File: src/rtl/dmem_pkg.sv
// Shared types and helpers for the data-memory responder.
package dmem_pkg;

    localparam int unsigned WORD_W = 32;

    typedef enum logic [1:0] {
        StIdle,
        StWait,
        StResp
    } state_e;

    // True when addr is word-aligned and falls inside [base, base + depth*4).
    function automatic logic addr_ok(input logic [31:0] addr, input logic [31:0] base,
                                     input int unsigned depth);
        logic [32:0] off;
        logic [32:0] lim;
        lim = 33'(depth) << 2;
        off = {1'b0, addr} - {1'b0, base};
        return (addr[1:0] == 2'b00) && (addr >= base) && (off < lim);
    endfunction

endpackage

File: src/rtl/ram_sp.sv
// Single-port synchronous RAM, word organised, registered read, contents not reset.
module ram_sp
    import dmem_pkg::*;
#(
    parameter int unsigned DEPTH = 64,
    parameter int unsigned AW    = $clog2(DEPTH)
) (
    input  logic              clk_i,
    input  logic              we_i,
    input  logic              re_i,
    input  logic [AW-1:0]     addr_i,
    input  logic [WORD_W-1:0] wdata_i,
    output logic [WORD_W-1:0] rdata_o
);

    logic [WORD_W-1:0] mem_q [DEPTH];
    logic [WORD_W-1:0] rdata_q;

    always_ff @(posedge clk_i) begin
        if (we_i) begin
            mem_q[addr_i] <= wdata_i;
        end
        if (re_i) begin
            rdata_q <= mem_q[addr_i];
        end
    end

    assign rdata_o = rdata_q;

endmodule

File: src/rtl/dmem_responder.sv
// Load/store responder: latches a request, waits LATENCY edges, then commits or reads
// the RAM and pulses ack for one cycle with an error flag for bad addresses.
module dmem_responder
    import dmem_pkg::*;
#(
    parameter int unsigned DEPTH     = 64,
    parameter int unsigned LATENCY   = 2,
    parameter logic [31:0] BASE_ADDR = 32'h0000_0000
) (
    input  logic              clk,
    input  logic              reset,
    input  logic              req,
    input  logic              we,
    input  logic [31:0]       addr,
    input  logic [WORD_W-1:0] wdata,
    output logic [WORD_W-1:0] rdata,
    output logic              ack,
    output logic              err,
    output logic              busy
);

    localparam int unsigned IdxW = $clog2(DEPTH);
    localparam int unsigned CntW = $clog2(LATENCY + 1);

    state_e            state_q;
    logic [CntW-1:0]   cnt_q;
    logic              we_q;
    logic [31:0]       addr_q;
    logic [WORD_W-1:0] wdata_q;
    logic              ack_q, err_q, busy_q, rd_valid_q;

    logic              commit, c_we, c_ok;
    logic [31:0]       c_addr, c_off;
    logic [WORD_W-1:0] c_wdata, ram_rdata;
    logic [IdxW-1:0]   c_idx;

    // With LATENCY = 1 the commit edge is the acceptance edge, so use the live inputs.
    always_comb begin
        if (LATENCY == 1) begin
            commit = (state_q == StIdle) && req;
        end else begin
            commit = (state_q == StWait) && (cnt_q == '0);
        end
        commit  = commit && !reset;
        c_we    = (state_q == StIdle) ? we    : we_q;
        c_addr  = (state_q == StIdle) ? addr  : addr_q;
        c_wdata = (state_q == StIdle) ? wdata : wdata_q;
        c_ok    = addr_ok(c_addr, BASE_ADDR, DEPTH);
        c_off   = c_addr - BASE_ADDR;
        c_idx   = IdxW'(c_off >> 2);
    end

    always_ff @(posedge clk or posedge reset) begin
        if (reset) begin
            state_q    <= StIdle;
            cnt_q      <= '0;
            we_q       <= 1'b0;
            addr_q     <= '0;
            wdata_q    <= '0;
            ack_q      <= 1'b0;
            err_q      <= 1'b0;
            busy_q     <= 1'b0;
            rd_valid_q <= 1'b0;
        end else begin
            unique case (state_q)
                StIdle: begin
                    if (req) begin
                        we_q    <= we;
                        addr_q  <= addr;
                        wdata_q <= wdata;
                        busy_q  <= 1'b1;
                        if (LATENCY == 1) begin
                            state_q    <= StResp;
                            ack_q      <= 1'b1;
                            err_q      <= !c_ok;
                            rd_valid_q <= c_ok && !c_we;
                        end else begin
                            state_q <= StWait;
                            cnt_q   <= CntW'(LATENCY - 2);
                        end
                    end
                end
                StWait: begin
                    if (cnt_q == '0) begin
                        state_q    <= StResp;
                        ack_q      <= 1'b1;
                        err_q      <= !c_ok;
                        rd_valid_q <= c_ok && !c_we;
                    end else begin
                        cnt_q <= cnt_q - CntW'(1);
                    end
                end
                StResp: begin
                    state_q    <= StIdle;
                    ack_q      <= 1'b0;
                    err_q      <= 1'b0;
                    busy_q     <= 1'b0;
                    rd_valid_q <= 1'b0;
                end
                default: state_q <= StIdle;
            endcase
        end
    end

    ram_sp #(
        .DEPTH(DEPTH)
    ) u_ram (
        .clk_i  (clk),
        .we_i   (commit && c_we && c_ok),
        .re_i   (commit && !c_we && c_ok),
        .addr_i (c_idx),
        .wdata_i(c_wdata),
        .rdata_o(ram_rdata)
    );

    // Stores and errors return zero; the RAM read register is only exposed for good loads.
    assign rdata = rd_valid_q ? ram_rdata : '0;
    assign ack   = ack_q;
    assign err   = err_q;
    assign busy  = busy_q;

endmodule
File: config.mk
export PLATFORM = sky130hd
export DESIGN_NAME = dmem_responder
export DESIGN_NICKNAME = d
export VERILOG_FILES = /design/src/rtl/dmem_pkg.sv /design/src/rtl/ram_sp.sv /design/src/rtl/dmem_responder.sv
export SDC_FILE = /design/constraint.sdc
export NUM_CORES = 2
export LEC_CHECK = 0
export BUFFER_PORTS_ARGS = -buffer_cell sky130_fd_sc_hd__buf_2
export CELL_PAD_IN_SITES_DETAIL_PLACEMENT = 0
export CELL_PAD_IN_SITES_GLOBAL_PLACEMENT = 1
export CORE_UTILIZATION = 43
export DETAILED_ROUTE_END_ITERATION = 8
export PLACE_DENSITY = 0.75
export SYNTH_ARGS = -nofsm -noshare
export SYNTH_HDL_FRONTEND = slang
export SYNTH_SLANG_ARGS = --single-unit
File: constraint.sdc
create_clock -name clk -period 4.4 [get_ports clk]
set_input_delay 1.1 -clock clk [delete_from_list [all_inputs] [get_ports clk]]
set_output_delay 1.1 -clock clk [all_outputs]
set_load 0.02 [all_outputs]
# After elaboration in Yosys (flattened, before gate mapping)
# Memory sizes are Yosys's and may differ from the RTL's. A register that Yosys moved wholly into a read port is not among the register bits.
# Cells that the tools add are included.
[totals] mem_bits_rw=2048 reg_bits=73 mem_count=1
[memory_table] memory="u_ram.mem_q" words=64 width=32 rd=1 rd_ports_with_merged_regs=1 write_ports=1 line="ram_sp.sv:16" text="logic [WORD_W-1:0] mem_q [DEPTH];"
[op_classes] magnitude_cmp=2 n_reduce_logical=23 eq_ne=5 muxes=20 n_addsub=1
[op_table] operator="$mux 32" n=3
[op_table] operator="$ge 32x1->1 const B" n=1
[op_table] operator="$lt 32x9->1 const B" n=1
[op_table] operator="$logic_and 1x1->1" n=9
[op_table] operator="$mux 2" n=4
[op_table] operator="$pmux 1 s2" n=4
[op_table] operator="$pmux 2 s2" n=2
[op_table] operator="$reduce_and 2->1" n=4
[op_table] operator="$mux 1" n=7
[op_table] operator="$logic_not 2->1" n=3
[op_table] operator="$reduce_bool 2->1" n=3
[op_table] operator="$ne 2x2->1 const B" n=2
[op_table] operator="$logic_not 1->1" n=3
[op_table] operator="$reduce_and 3->1" n=1
[op_table] operator="$eq 2x1->1 const B" n=1
[op_table] operator="$eq 2x2->1 const B" n=1
[op_table] operator="$ne 2x1->1 const B" n=1
[op_table] operator="$sub 2x1->2 const B" n=1

# Longest topological paths before layout
[depth] depth_word=8 depth_mapped=14 mapped_depth_nobuf=9

# Hierarchy
# Synthesis repeated with hierarchy kept, for this count alone.
[unflattened] cells_unflattened=4516 area_unflattened_um2=83093.4
[modules_own_cells] module="ram_sp" area_each_um2=79248.5 cells_each=4239 instances=1
[modules_own_cells] module="dmem_responder" area_each_um2=3844.9 cells_each=277 instances=1

# Worst setup path before layout
# Ideal clock, no wire load.
[synth_path] path_kind="input port to flip-flop" from="in addr[4]" to="mem u_ram.mem_q[0][0], enable pin" t_arrival_ns=4.504 path_slack_ns=-0.526 t_required_ns=3.979 path_buffers=7 stages=11 setup_ns=0.421 cell_sequence="or3_1 > buf_2 > o32ai_1 > clkbuf_1 > buf_2 > buf_2 > buf_4 > buf_2 > buf_2 > nand2_1 > nor2_1"
[synth_via] elab_chain_cells=7 elab_cells_between_ends=8 cone_classes="order compare: 2; mux: 3; reduce/logical: 3"
[synth_lines] item="start, declared" line="dmem_responder.sv:14" text="input logic [31:0] addr,"
[synth_lines] item="$mux 32 *" line="dmem_responder.sv:46" text="c_addr = (state_q == StIdle) ? addr : addr_q;"
[synth_lines] item="$ge 32x1->1" line="dmem_pkg.sv:19" text="return (addr[1:0] == 2'b00) && (addr >= base) && (off < lim);"
[synth_lines] item="$logic_and 1x1->1 (2 in a row)" line="dmem_pkg.sv:19"
[synth_lines] item="$logic_and 1x1->1" line="dmem_responder.sv:109" text=".we_i (commit && c_we && c_ok),"
[synth_lines] item="$mux 1" line="ram_sp.sv:20" text="if (we_i) begin"
[synth_lines] item="$mux 1 (not written as such)" line="ram_sp.sv:21" text="mem_q[addr_i] <= wdata_i;"
[synth_lines] item="end, declared" line="ram_sp.sv:16"
# Mark *: on every way between the ends. The rest lies on a longest branch, timed or not.

# Worst setup path after layout
[layout_path] from="reg state_q[0]" to="reg u_ram.rdata_q[16], in the netlist u_ram.rdata_o[16] (read register of u_ram.mem_q), data pin"
[layout_via] elab_chain_cells=6 elab_cells_between_ends=14 cone_classes="order compare: 2; eq/ne: 1; mux: 2; reduce/logical: 9"
[layout_lines] item="start, declared" line="dmem_responder.sv:25" text="state_e state_q;"
[layout_lines] item="start signal, assigned" line="dmem_responder.sv:55" text="state_q <= StIdle;"
[layout_lines] item="start signal, assigned" line="dmem_responder.sv:73" text="state_q <= StResp;"
[layout_lines] item="start signal, assigned" line="dmem_responder.sv:78" text="state_q <= StWait;"
[layout_lines] item="$logic_not 2->1" line="dmem_responder.sv:45, dmem_responder.sv:46"
[layout_lines] item="$mux 32" line="dmem_responder.sv:46"
[layout_lines] item="$ge 32x1->1 / $logic_not 2->1 (equally long branches)" line="dmem_pkg.sv:19"
[layout_lines] item="$logic_and 1x1->1 (2 in a row)" line="dmem_pkg.sv:19"
[layout_lines] item="$logic_and 1x1->1" line="dmem_responder.sv:110" text=".re_i (commit && !c_we && c_ok),"
[layout_lines] item="end, declared" line="ram_sp.sv:17" text="logic [WORD_W-1:0] rdata_q;"
# Parallel ways exist; a longest one is shown, timed or not.
# A chain may end at the register's enable or synchronous reset.

==> flow_summary.html <==
<table>
<tr><th>Metric</th><th>Value</th></tr>
<tr><th colspan="2">Status</th></tr>
<tr><td>Run status</td><td>finished clean</td></tr>
<tr><th colspan="2">STA</th></tr>
<tr><td>Fin crit period</td><td>4320 ps</td></tr>
<tr><td>Transition time of the tightest slew-check pin</td><td>1240 ps</td></tr>
<tr><td>Setup TNS after final layout</td><td>0 ps</td></tr>
<tr><td>Timing-limited maximum frequency</td><td>0.231 GHz</td></tr>
<tr><td>Rel. slew slack</td><td>17.1%</td></tr>
<tr><td>Max Transition Viols Final</td><td>0</td></tr>
<tr><td>Final Cycle Share</td><td>98.3%</td></tr>
<tr><td>Clock skew</td><td>50.2 ps</td></tr>
<tr><td>Setup repair after global routing missed its margin</td><td>no</td></tr>
<tr><td>Hold Fails Final Rpt</td><td>0</td></tr>
<tr><td>Min Hold Slack</td><td>383 ps</td></tr>
<tr><td>Final-report setup violation count</td><td>0</td></tr>
<tr><th colspan="2">Worst setup path</th></tr>
<tr><td>Worst r2r dst</td><td>u_ram.rdata_o[16]</td></tr>
<tr><td>Largest incremental delay on the critical path</td><td>860 ps</td></tr>
<tr><td>Gate family responsible for the most delay along the worst path</td><td>simple AND/OR/NAND/NOR gates</td></tr>
<tr><td>Setup CP Type</td><td>flip-flop to flip-flop</td></tr>
<tr><td>Most frequent cell on the critical path</td><td>sky130_fd_sc_hd__buf_4</td></tr>
<tr><td>Worst-path cell with the longest stage delay</td><td>sky130_fd_sc_hd__dfrtp_1</td></tr>
<tr><td>Worst reg-to-reg path cell count</td><td>10</td></tr>
<tr><td>Crit-path max FO</td><td>30</td></tr>
<tr><td>CP required</td><td>5000 ps</td></tr>
<tr><td>Series of cell instances along the critical path</td><td>or3_1 -&gt; buf_4 -&gt; o22ai_4 -&gt; buf_12 -&gt; buf_4 -&gt; a22o_1 -&gt; a221oi_1 -&gt; a31oi_1 -&gt; or4b_1 -&gt; or4_1</td></tr>
<tr><td>Arrival time at the worst endpoint</td><td>4920 ps</td></tr>
<tr><td>Worst setup EP type</td><td>flip-flop</td></tr>
<tr><td>Startpoint class of the critical path</td><td>flip-flop</td></tr>
<tr><td>Number of buffer and inverter stages on the critical path</td><td>3</td></tr>
<tr><td>Setup slack, reg-to-reg</td><td>80 ps</td></tr>
<tr><td>Reg-to-Reg Start</td><td>state_q[0]</td></tr>
<tr><th colspan="2">Clock network</th></tr>
<tr><td>Number of H-tree levels</td><td>4</td></tr>
<tr><td>Post-cts hold buffer count</td><td>0</td></tr>
<tr><td>CTS root buffer</td><td>sky130_fd_sc_hd__clkbuf_16</td></tr>
<tr><td>Worst-path clk slew</td><td>60 ps</td></tr>
<tr><td>CTS tree</td><td>built</td></tr>
<tr><td>Maximum number of buffers from clock root to sink</td><td>3</td></tr>
<tr><td>Number of buffers added by the clock tree synthesis step</td><td>206</td></tr>
<tr><td>Worst skew pair latency</td><td>860 ps</td></tr>
<tr><td>Number of setup buffers added after CTS</td><td>0</td></tr>
<tr><td>Total number of clock tree sinks</td><td>2153</td></tr>
<tr><td>Post-CTS sizing</td><td>0</td></tr>
<tr><th colspan="2">Yosys</th></tr>
<tr><td>Main area contributors after synthesis</td><td>sky130_fd_sc_hd__edfxtp_1, sky130_fd_sc_hd__a22oi_1, sky130_fd_sc_hd__dfrtp_1, sky130_fd_sc_hd__a221oi_1, sky130_fd_sc_hd__a22o_1</td></tr>
<tr><td>Share of flip-flops with an asynchronous set or reset after synthesis</td><td>3.39%</td></tr>
<tr><td>Most used standard cells in the synthesized netlist</td><td>sky130_fd_sc_hd__edfxtp_1, sky130_fd_sc_hd__a22oi_1, sky130_fd_sc_hd__a221oi_1</td></tr>
<tr><td>Post-synth top area share</td><td>77.4%</td></tr>
<tr><td>Cell type contributing the most total cell area after synthesis</td><td>sky130_fd_sc_hd__edfxtp_1</td></tr>
<tr><td>Most frequent cell after synthesis</td><td>sky130_fd_sc_hd__edfxtp_1</td></tr>
<tr><td>Post-synth EDFFs</td><td>2080</td></tr>
<tr><td>Post-Synthesis Cells</td><td>4513</td></tr>
<tr><td>Synthesized Nets</td><td>4582</td></tr>
<tr><td>Synthesized area divided by synthesized cell count</td><td>17.9 um2</td></tr>
<tr><td>Seq/Total Area, Yosys</td><td>79.7%</td></tr>
<tr><td>Count of state elements after synthesis</td><td>2153</td></tr>
<tr><td>Prevailing post-synth register cell</td><td>sky130_fd_sc_hd__edfxtp_1</td></tr>
<tr><td>Yosys warns</td><td>0</td></tr>
<tr><td>Mapped cell area</td><td>0.0806 mm2</td></tr>
<tr><td>Number of distinct library cells after synthesis</td><td>58</td></tr>
<tr><th colspan="2">Floorplanning</th></tr>
<tr><td>Die area</td><td>0.189 mm2</td></tr>
<tr><td>Die width</td><td>435 um</td></tr>
<tr><td>Initial core utilization</td><td>43.4%</td></tr>
<tr><td>Vertical die dimension</td><td>435 um</td></tr>
<tr><td>Area of the placeable core</td><td>0.186 mm2</td></tr>
<tr><td>Row cnt</td><td>158</td></tr>
<tr><td>Number of top-level pins</td><td>103</td></tr>
<tr><th colspan="2">Routing</th></tr>
<tr><td>Number of nets with antenna violations after routing</td><td>0</td></tr>
<tr><td>Number of remaining DRC errors</td><td>0</td></tr>
<tr><td>Detailed router's first-iteration violation count</td><td>7978</td></tr>
<tr><td>Post-detailed-routing wire length</td><td>251000 um</td></tr>
<tr><td>Number of vias in the routed layout</td><td>49.0k</td></tr>
<tr><td>Vias per inst</td><td>6.47</td></tr>
<tr><td>Routed length per instance</td><td>33.2 um</td></tr>
<tr><td>Total iterations of the first detailed-routing run</td><td>7</td></tr>
<tr><th colspan="2">Power</th></tr>
<tr><td>Switching share of total power</td><td>26.5%</td></tr>
<tr><td>Switching power summed over all nets</td><td>13.0 mW</td></tr>
<tr><td>Leakage power summed over all cells</td><td>29.9 nW</td></tr>
<tr><td>VDD IR-drop max</td><td>0.454 mV</td></tr>
<tr><td>Ratio of total power to cell area</td><td>516 mW/mm2</td></tr>
<tr><td>Share of total power in combinational logic</td><td>15.2%</td></tr>
<tr><td>Clk pwr share</td><td>35.8%</td></tr>
<tr><td>Cell Int Power</td><td>35.9 mW</td></tr>
<tr><td>Share of total power in sequential cells</td><td>49.0%</td></tr>
<tr><th colspan="2">Worst hold path</th></tr>
<tr><td>Type of the tightest min-delay check</td><td>input port to async pin</td></tr>
<tr><th colspan="2">Place</th></tr>
<tr><td>HPWL Detailed</td><td>151000 um</td></tr>
<tr><td>Number of placed cells counting well taps</td><td>7185</td></tr>
<tr><td>PortBufs</td><td>102</td></tr>
<tr><td>Final estimated routing congestion in global placement</td><td>0.935</td></tr>
<tr><th colspan="2">Global route</th></tr>
<tr><td>Maximum number of pins on one net before global-route repair</td><td>68</td></tr>
<tr><td>Via count of the first global-routing pass</td><td>46.7k</td></tr>
<tr><td>Initial antenna violation count</td><td>21</td></tr>
<tr><td>Wire length of the first global-routing pass</td><td>352000 um</td></tr>
<tr><td>Aggregate global-route resource usage</td><td>26.0%</td></tr>
<tr><td>Overflow left after global routing</td><td>0</td></tr>
<tr><th colspan="2">Flow run</th></tr>
<tr><td>Maximum Capacitance Violations</td><td>0</td></tr>
<tr><th colspan="2">Layout</th></tr>
<tr><td>Share of layout cells above drive strength 1</td><td>19.5%</td></tr>
<tr><td>Number of nets in the final layout</td><td>4982</td></tr>
<tr><td>Layout area overhead</td><td>17.4%</td></tr>
<tr><td>Final standard cell count with taps included and fillers excluded</td><td>7570</td></tr>
<tr><td>Count of filler cells inserted in the layout</td><td>14.9k</td></tr>
</table>
-- layout make-up --
cell class | count | area [um2] | area share (%)
Tap cell | 2480 | 3100 | 3.28
Clock buffer | 254 | 5400 | 5.70
Sequential cell | 2153 | 64300 | 67.9
Multi-Input combinational cell | 2027 | 15700 | 16.6
Timing Repair Buffer | 498 | 4810 | 5.08
Clock inverter | 125 | 1250 | 1.32
Inverter | 27 | 103 | 0.108
Antenna cell | 6 | 15.0 | 0.0159
-- worst max-delay path by stage --
stage	from	endpoint	slack (ps)	depth (start not counted)
detailed placement	addr[4]	u_ram.rdata_o[21]	-170	11
finish	state_q[0]	u_ram.rdata_o[16]	80	10
global route	state_q[0]	u_ram.rdata_o[21]	50	10
global placement	addr[4]	u_ram.rdata_o[21]	-140	11
CTS	state_q[0]	u_ram.rdata_o[21]	160	10
floorplan	addr[4]	u_ram.mem_q[0][0]	-530	11
-- per-stage QoR --
stage	utilization, %	worst slack, ps	total power [mW]	instance area [um2]
5_1_grt	51.0	47.9	50.0	94700
4_1_cts	51.0	163	48.9	94700
3_3_place_gp	47.4	-137	31.5	88000
3_5_place_dp	47.4	-170	31.7	88000
2_1_floorplan	-	-526	27.9	80700
6_report	51.0	76.1	48.9	94700
-- cells by family after synthesis --
kind of cell | Yosys count | synth area share [%]
buffers and inverters | 333 | 1.70
AOI/OAI and AO/OA | 1365 | 12.8
muxes | 196 | 2.66
DFF | 2153 | 79.7
adders and majority gates | 1 | 0.0155
and+or+nand+nor | 465 | 3.06
-- placed cells by master, fill, tap and decap left out, types with 99 or more instances in the layout --
| cell type | count |
|---|---|
| sky130_fd_sc_hd__mux2_2 | 99 |
| sky130_fd_sc_hd__a221oi_1 | 186 |
| sky130_fd_sc_hd__a22oi_1 | 571 |
| sky130_fd_sc_hd__a31oi_1 | 160 |
| sky130_fd_sc_hd__nand2_1 | 112 |
| sky130_fd_sc_hd__a22o_1 | 176 |
| sky130_fd_sc_hd__buf_12 | 106 |
| sky130_fd_sc_hd__buf_4 | 291 |
| sky130_fd_sc_hd__edfxtp_1 | 2080 |
| sky130_fd_sc_hd__buf_2 | 101 |
| sky130_fd_sc_hd__clkbuf_16 | 209 |
-- layer usage --
| metal | up-vias | wire length (um) | GRT usage (%) |
|---|---|---|---|
| met4 | 8 | 11200 | 10.7 |
| met2 | 3386 | 117000 | 40.7 |
| met1 | 25200 | 93300 | 35.4 |
| li1 | 19900 | - | - |
| met3 | 491 | 29900 | 5.53 |
| met5 | - | 49 | 0 |
-- worst reg2reg max path, cell delays in order (launching register included) --
cell                       delay (ps)
sky130_fd_sc_hd__dfrtp_1          860
sky130_fd_sc_hd__or3_1            420
sky130_fd_sc_hd__buf_4            230
sky130_fd_sc_hd__o22ai_4          110
sky130_fd_sc_hd__buf_12           210
sky130_fd_sc_hd__buf_4            230
sky130_fd_sc_hd__a22o_1           180
sky130_fd_sc_hd__a221oi_1         380
sky130_fd_sc_hd__a31oi_1          280
sky130_fd_sc_hd__or4b_1           640
sky130_fd_sc_hd__or4_1            540
-- sequential cells by signal (all words and copies together), names as in the netlist --
register / count
state_q: 2
addr_q: 32
u_ram.mem_q: 2048
err: 1
wdata_q: 32
cnt_q: 2
ack: 1
rd_valid_q: 1
u_ram.rdata_o: 32
we_q: 1
busy: 1
-- power by group through the flow --
stage               sequential (mW)  combinational (mW)  clock, mW
floorplan                      24.4                3.55          0
global placement               24.4                7.13          0
detailed placement             24.4                7.27          0
CTS                            24.0                7.29       17.6
global route                   24.0                7.68       18.4
finish                         24.0                7.43       17.5
Power figures use the tool's default switching activity.
